`src/rtl/comp_sched.sv`:
```
// Purpose: round-robin scheduler sharing one unsigned magnitude comparator between NREQ requesters.
// Latency: grant at edge T, registered E/G/L result at edge T+1; one compare per 3 cycles at most.
// Backpressure: requesters hold req with stable operands until gnt; no grant while a compare is in flight.
//
// Ports: clk/rst (sync active-high); req, a_in, b_in from requesters (requester i at [i*WIDTH +: WIDTH]);
//        gnt one-hot grant pulse; busy while CMP/DONE; res_valid pulse with res_id and E/G/L.
// Optional: define COMP_SCHED_COUNT_EN to add cmp_count[15:0], a saturating completed-compare counter.
module comp_sched #(
    parameter int WIDTH = 12,
    parameter int NREQ  = 4,
    parameter int IDW   = 2
) (
    input  logic                  clk,
    input  logic                  rst,
    input  logic [NREQ-1:0]       req,
    input  logic [NREQ*WIDTH-1:0] a_in,
    input  logic [NREQ*WIDTH-1:0] b_in,
    output logic [NREQ-1:0]       gnt,
    output logic                  busy,
    output logic                  res_valid,
    output logic [IDW-1:0]        res_id,
    output logic                  E,
    output logic                  G,
    output logic                  L
`ifdef COMP_SCHED_COUNT_EN
    ,
    output logic [15:0]           cmp_count
`endif
);

    localparam logic [1:0] IDLE = 2'd0;
    localparam logic [1:0] CMP  = 2'd1;
    localparam logic [1:0] DONE = 2'd2;

    localparam logic [IDW:0] NREQ_W = (IDW+1)'(NREQ);

    logic [1:0]       state;
    logic [IDW-1:0]   ptr;
    logic [IDW-1:0]   cur_id;
    logic [WIDTH-1:0] op_a;
    logic [WIDTH-1:0] op_b;

    logic             win_found;
    logic [IDW-1:0]   win_idx;
    logic [IDW:0]     idx_w;

    // Rotating priority search starting at ptr. The loop runs from the
    // farthest candidate back to ptr so the nearest requester is assigned last.
    always_comb begin
        win_found = 1'b0;
        win_idx   = '0;
        idx_w     = '0;
        for (int k = NREQ - 1; k >= 0; k--) begin
            idx_w = {1'b0, ptr} + (IDW+1)'(k);
            if (idx_w >= NREQ_W) begin
                idx_w = idx_w - NREQ_W;
            end
            if (req[idx_w[IDW-1:0]]) begin
                win_found = 1'b1;
                win_idx   = idx_w[IDW-1:0];
            end
        end
    end

    assign busy = (state != IDLE);

    always_ff @(posedge clk) begin
        if (rst) begin
            state     <= IDLE;
            ptr       <= '0;
            cur_id    <= '0;
            op_a      <= '0;
            op_b      <= '0;
            gnt       <= '0;
            res_valid <= 1'b0;
            res_id    <= '0;
            E         <= 1'b0;
            G         <= 1'b0;
            L         <= 1'b0;
        end else begin
            gnt       <= '0;
            res_valid <= 1'b0;
            case (state)
                IDLE: begin
                    if (win_found) begin
                        gnt[win_idx] <= 1'b1;
                        op_a         <= a_in[int'(win_idx)*WIDTH +: WIDTH];
                        op_b         <= b_in[int'(win_idx)*WIDTH +: WIDTH];
                        cur_id       <= win_idx;
                        ptr          <= (win_idx == IDW'(NREQ - 1)) ? '0 : win_idx + 1'b1;
                        state        <= CMP;
                    end
                end
                CMP: begin
                    // Captured operands only: requester inputs may already have moved on.
                    G         <= (op_a > op_b);
                    E         <= (op_a == op_b);
                    L         <= (op_a < op_b);
                    res_id    <= cur_id;
                    res_valid <= 1'b1;
                    state     <= DONE;
                end
                DONE: begin
                    state <= IDLE;
                end
                default: begin
                    state <= IDLE;
                end
            endcase
        end
    end

`ifdef COMP_SCHED_COUNT_EN
    always_ff @(posedge clk) begin
        if (rst) begin
            cmp_count <= '0;
        end else if (res_valid && (cmp_count != 16'hFFFF)) begin
            cmp_count <= cmp_count + 16'd1;
        end
    end
`endif

endmodule

```
`config.mk`:
```
export PLATFORM = sky130hd
export DESIGN_NAME = comp_sched
export DESIGN_NICKNAME = d
export VERILOG_FILES = /design/src/rtl/comp_sched.sv
export SDC_FILE = /design/constraint.sdc
export NUM_CORES = 1
export LEC_CHECK = 0
export CORE_MARGIN = 5
export CORE_UTILIZATION = 43
export CTS_CLUSTER_SIZE = 20
export DETAILED_ROUTE_END_ITERATION = 16
export PLACE_DENSITY = 0.89
export SLEW_MARGIN = 20
export SYNTH_ARGS = -nofsm -noshare
export SYNTH_HDL_FRONTEND = slang
export SYNTH_SLANG_ARGS = --single-unit
```
`constraint.sdc`:
```
create_clock -name clk -period 2.2 [get_ports clk]
set_input_delay 0.55 -clock clk [delete_from_list [all_inputs] [get_ports clk]]
set_output_delay 0.55 -clock clk [all_outputs]
set_load 0.005 [all_outputs]
```
Yosys cells after proc, flatten, opt, wreduce, memory -nomap -nowiden
Cells that the tools add are included.
{ "word_totals": {"out_inout_bits": 11, "inputBits": 102, "regBits": 40, "word_cells": 71} }
{ "op_classes": {"n_mux": 26, "mul": 1, "shift": 2, "add_sub_neg": 8, "reduce_logical": 5, "bitwise_logic": 2, "magnitude_cmp": 12, "n_eq_ne": 4} }
{ "op_table": {"columns": ["operator", "count"], "rows": [
  ["indexed part select 48 x 32 -> 12 bit", 1],
  ["indexed part select 48 x 7 -> 12 bit", 1],
  ["2-to-1 mux 2 bit", 10],
  ["less-than comparator 2 x 3 -> 1 bit (second input constant)", 5],
  ["== test 12 bit", 1],
  ["greater-than comparator 12 bit", 1],
  ["less-than comparator 12 bit", 1],
  ["2-to-1 mux 1 bit", 10],
  [">= comparator 3 bit (second input constant)", 3],
  ["binary-select mux 1 bit (select 2 bit)", 4],
  ["subtractor 2 x 1 -> 2 bit (second input constant)", 4],
  ["adder 2 x 2 -> 3 bit (second input constant)", 2],
  ["multiplier 2 x 2 -> 4 bit (second input constant)", 1],
  ["one-hot mux 2 bit (2 select lines)", 1],
  ["adder 2 x 1 -> 3 bit (second input constant)", 1],
  [">= comparator 2 x 3 -> 1 bit (second input constant)", 1],
  ["OR reduction 3 bit", 1],
  ["adder 2 x 1 -> 2 bit (second input constant)", 1],
  ["demux 1 bit (select 2 bit)", 1],
  ["== test 2 x 1 -> 1 bit (second input constant)", 1],
  ["== test 2 bit (second input constant)", 1],
  [">= comparator 2 x 1 -> 1 bit (second input constant)", 1],
  ["logical NOT 2 bit", 1],
  ["inequality test 2 bit (second input constant)", 1],
  ["4 further kinds", 5]
]} }

Longest topological paths before layout
{ "depth": {"ltp_word": 13, "mapped_depth": 8, "ltp_nobuf": 7} }

Worst setup path before layout
No wires, ideal clock.
{ "synth_timing": {"kind": "input-to-reg", "from": "in req[2]", "to": "reg ptr[1]", "path_stages": 8, "setup_ns": 0.132, "n_path_buf": 1, "required_time_ns": 2.068, "slack_ns": 0.380, "t_arrival_ns": 1.688, "path_cell_list": "nor2b_2 a211o_2 nand2_4 inv_4 buf_8 ha_1 nand2_1 a21oi_1"} }
{ "synth_via": {"elab_chain_cells": 8, "elab_cells_between_ends": 20, "classes_between": "add/sub (1); eq/ne (1); mux (17); reduce/logical (1)"} }
{ "synth_lines": {"columns": ["item", "line_no", "source"], "rows": [
  ["start, declared", "15", "input logic [NREQ-1:0] req,"],
  ["binary-select mux 1 bit (select 2 bit)", "58", "if (req[idx_w[IDW-1:0]]) begin"],
  ["2-to-1 mux 1 bit (implied by the code)", "58", null],
  ["2-to-1 mux 2 bit (3 in series)", "58", null],
  ["2-to-1 mux 2 bit *", "58", null],
  ["named net win_idx[1]", "44", "logic [IDW-1:0] win_idx;"],
  ["adder 2 x 1 -> 2 bit / == test 2 bit (equally long branches)", "90", "ptr <= (win_idx == IDW'(NREQ - 1)) ? '0 : win_idx + 1'b1;"],
  ["2-to-1 mux 2 bit *", "90", null],
  ["end signal, assigned", "90", null],
  ["end, declared", "38", "logic [IDW-1:0] ptr;"]
]} }
The timed path passes the listed nets; every way through them passes the cells marked *. The select of a mux whose other input is x is not followed.
A chain may end at the register's enable or synchronous reset.

Worst setup path after layout
{ "layout_timing": {"from": "in req[0]", "to": "reg op_a[0]"} }
{ "layout_via": {"elab_chain_cells": 8, "elab_cells_between_ends": 19, "classes_between": "mul (1); shift (1); mux (16); reduce/logical (1)"} }
{ "layout_lines": {"columns": ["item", "line_no", "source"], "rows": [
  ["binary-select mux 1 bit (select 2 bit)", "58", null],
  ["2-to-1 mux 1 bit (implied by the code)", "58", null],
  ["2-to-1 mux 2 bit (4 in series)", "58", null],
  ["multiplier 2 x 2 -> 4 bit", "87", "op_a <= a_in[int'(win_idx)*WIDTH +: WIDTH];"],
  ["indexed part select 48 x 32 -> 12 bit", "87", null],
  ["end signal, assigned", "87", null],
  ["end, declared", "40", "logic [WIDTH-1:0] op_a;"]
]} }
Parallel ways exist; a longest one is shown, timed or not. The select of a mux whose other input is x is not followed.

==> flow_summary.json <==
{
  "outcome": "completed",
  "crit_family": "buffers and inverters",
  "ys_seq_area_share_pct": 30.5,
  "clkTransAtPathRegs_ns": 0.08,
  "grt_overflow": 0,
  "cp_cell_sequence": "clkdlybuf4s50_1 > nand2_1 > a211o_2 > buf_12 > and3_1 > o21ai_1 > o211ai_1",
  "rsz0062_at_grt": "no",
  "grt_max_degree": 47,
  "finalWirelength_um": 7240,
  "tightest_slew_ns": 0.581,
  "yosys_most_used_dff": "dfxtp_1",
  "fmax_ghz": 0.494,
  "synth_warnings": 0,
  "syn_to_final_growth_pct": 52.0,
  "drc": 0,
  "netlist_instances": 302,
  "cts_resized": 0,
  "fin_nets": 540,
  "dp_worst_setup_slack_ns": -0.126,
  "hold_path.class": "register to register",
  "mostFrequentLayoutCell": "clkdlybuf4s50_1",
  "power_density_nw_per_um2": 618,
  "clkSinkCount": 40,
  "fin_skew_ns": 0.00401,
  "synth-edff-count": 0,
  "cts_buffers": 5,
  "r2r_start": "op_b[9]$_SDFFE_PP0P_",
  "portBuffers": 112,
  "crit_type": "primary input to register",
  "htreeDepth": 2,
  "p_int_mw": 1.67,
  "async_reset_ff_share_pct": 0,
  "drtAntennaViolNets": 0,
  "drt_first_pass_iters": 4,
  "power.leakage_nw": 1.69,
  "grt.total_usage_pct": 18.6,
  "vdd_drop_max_mv": 0.348,
  "cap_violations": 0,
  "dr.first_iter.drc_count": 67,
  "cts-root-buf": "clkbuf_8",
  "hold_buffers": 0,
  "yosys.cell_types.count": 47,
  "max_stage_delay_ns": 0.51,
  "crit_required_ns": 2.36,
  "avgSynthCellArea_um2": 8.70,
  "report.final.hold_viol_count": 0,
  "arrival_ns": 2.19,
  "die_w_um": 88.2,
  "synth_area_um2": 2630,
  "critical-path-slowest-cell": "clkdlybuf4s50_1",
  "core_um2": 5920,
  "place_congestion": 0.766,
  "std_cell_rows": 28,
  "path_buf_inv": 2,
  "clock_latency_ns": 0.29,
  "seqPwrFrac_pct": 36.9,
  "grt_pass1_wl_um": 11700,
  "swShare_pct": 32.6,
  "dr_total_vias": 2605,
  "crit_fanout": 46,
  "switchingPower_uw": 805,
  "dieArea_um2": 7780,
  "crit_start": "req[0]",
  "clkPwrFrac_pct": 20.3,
  "grt_pass1_vias": 2609,
  "wire_per_inst_um": 14.5,
  "period_minus_slack_ns": 2.02,
  "ys_ff_latch": 40,
  "antenna_found_initial": 0,
  "max_slew_margin_pct": 60.9,
  "drv_slew": 0,
  "initial_core_util_pct": 44.4,
  "drive_gt1_share_pct": 11.3,
  "cts_setup_buffers": 0,
  "synth_fp_nets": 420,
  "hp-start": "cur_id[0]$_SDFFE_PP0P_",
  "vias_per_cell": 5.23,
  "clk_path_buf_depth": 2,
  "cts_tree": "built",
  "final_cell_mix": "clkdlybuf4s50_1 (112), dfxtp_1 (40), nand2_1 (32)",
  "fin_util_pct": 67.5,
  "min_period_over_period_pct": 92.0,
  "power_frac_comb_pct": 42.7,
  "cp-start-kind": "primary input",
  "dpl.hpwl_um": 5870,
  "dieHeight_um": 88.2,
  "diodes": 0,
  "io-pin-count": 113,
  "fin_ws_ns": 0.176,
  "crit_path_end_kind": "register",
  "setup_viol": 0
}
worst register-to-register path, cell delays in order (launching register included):
cell	delay, ns
dfxtp_1	0.34
inv_1	0.05
ha_1	0.28
nand4_1	0.15
nor4_1	0.56
o21a_1	0.18
a311oi_1	0.04
worst paths after layout:
path,cells past startpoint,slack [ns],endpoint
max reg2reg,6,0.48,G$_SDFFE_PP0P_
min,2,0.46,cur_id[0]$_SDFFE_PP0P_
max,7,0.18,op_a[0]$_SDFFE_PP0P_
min reg2reg,2,0.46,cur_id[0]$_SDFFE_PP0P_
power by group through the flow:
stage / clock network (mW) / registers (mW) / logic (mW)
floorplan: 0 / 0.908 / 0.655
global placement: 0 / 0.924 / 1.02
detailed placement: 0 / 0.927 / 1.05
CTS: 0.502 / 0.912 / 1.06
global route: 0.537 / 0.925 / 1.17
finish: 0.502 / 0.913 / 1.06
stage by stage:
step | setup TNS, ns | area (um2) | hold slack, ns | power, mW | cells
after floorplan | 0 | 2630 | 0.436 | 1.56 | 302
after global placement | -0.470 | 3900 | 0.446 | 1.94 | 490
after detailed placement | -1.74 | 3900 | 0.451 | 1.98 | 490
after CTS | 0 | 4000 | 0.459 | 2.48 | 498
after global routing | 0 | 4000 | 0.492 | 2.63 | 498
final | 0 | 4000 | 0.457 | 2.47 | 498
cells by family (layout without fill, tap and decap cells):
family                   after synthesis  count (layout)  share of synthesized area, %
buffers and inverters                 39             160                          8.42
AND/OR/NAND/NOR                       87              87                          18.0
AO/OA/AOI/OAI                         93              93                          25.2
adder cells (fa/ha/maj)               16              16                          7.62
multiplexers                          27              27                          10.3
flip-flops                            40              40                          30.5
synthesized netlist by cell type (2+ instances only):
cell type / count / share of area [%]
nor4_1: 2 / 0.48
a21o_1: 3 / 0.86
nand3_1: 3 / 0.57
clkbuf_1: 4 / 0.57
buf_4: 4 / 1.1
and3_1: 25 / 5.9
mux2i_1: 27 / 10
nand2_1: 32 / 4.6
dfxtp_1: 40 / 30
and3_2: 3 / 0.86
a21oi_1: 6 / 1.1
nor2_1: 9 / 1.3
nor2b_2: 2 / 0.67
buf_6: 4 / 1.7
nand4_1: 2 / 0.48
buf_2: 3 / 0.57
clkbuf_2: 2 / 0.38
o211ai_2: 3 / 1.4
a21boi_1: 5 / 1.4
o21ai_1: 24 / 4.6
ha_1: 16 / 7.6
inv_1: 17 / 2.4
nand2_4: 2 / 0.86
o211ai_1: 21 / 6.0
dlygate4sd1_1: 2 / 0.67
a21boi_0: 19 / 5.4
nor2b_1: 2 / 0.48
sequential cells by signal (all words and copies together), names as in the netlist:
register and flops:
E 1, G 1, L 1, cur_id 2, gnt 4, op_a 12, op_b 12, ptr 2
res_id 2, res_valid 1, state 2
per-layer routing:
metal | up-vias | global-route usage, % | share of wire [%]
met5 | - | 0 | 0
met2 | 88 | 34.7 | 51
li1 | 1322 | - | -
met1 | 1184 | 21.9 | 40
met3 | 11 | 4.05 | 7.6
met4 | 0 | 3.71 | 1.2
cell type report:
cell class              count  area (um2)
clock buffers               6        82.6
clock inverters             2        10.0
fillers                   475        1920
inverters                  19        73.8
multi-input cells         223        1610
flip-flops and latches     40         801
well taps                  75        93.8
repair buffers            133        1330
No activity file was read; power rests on OpenSTA's default activity.
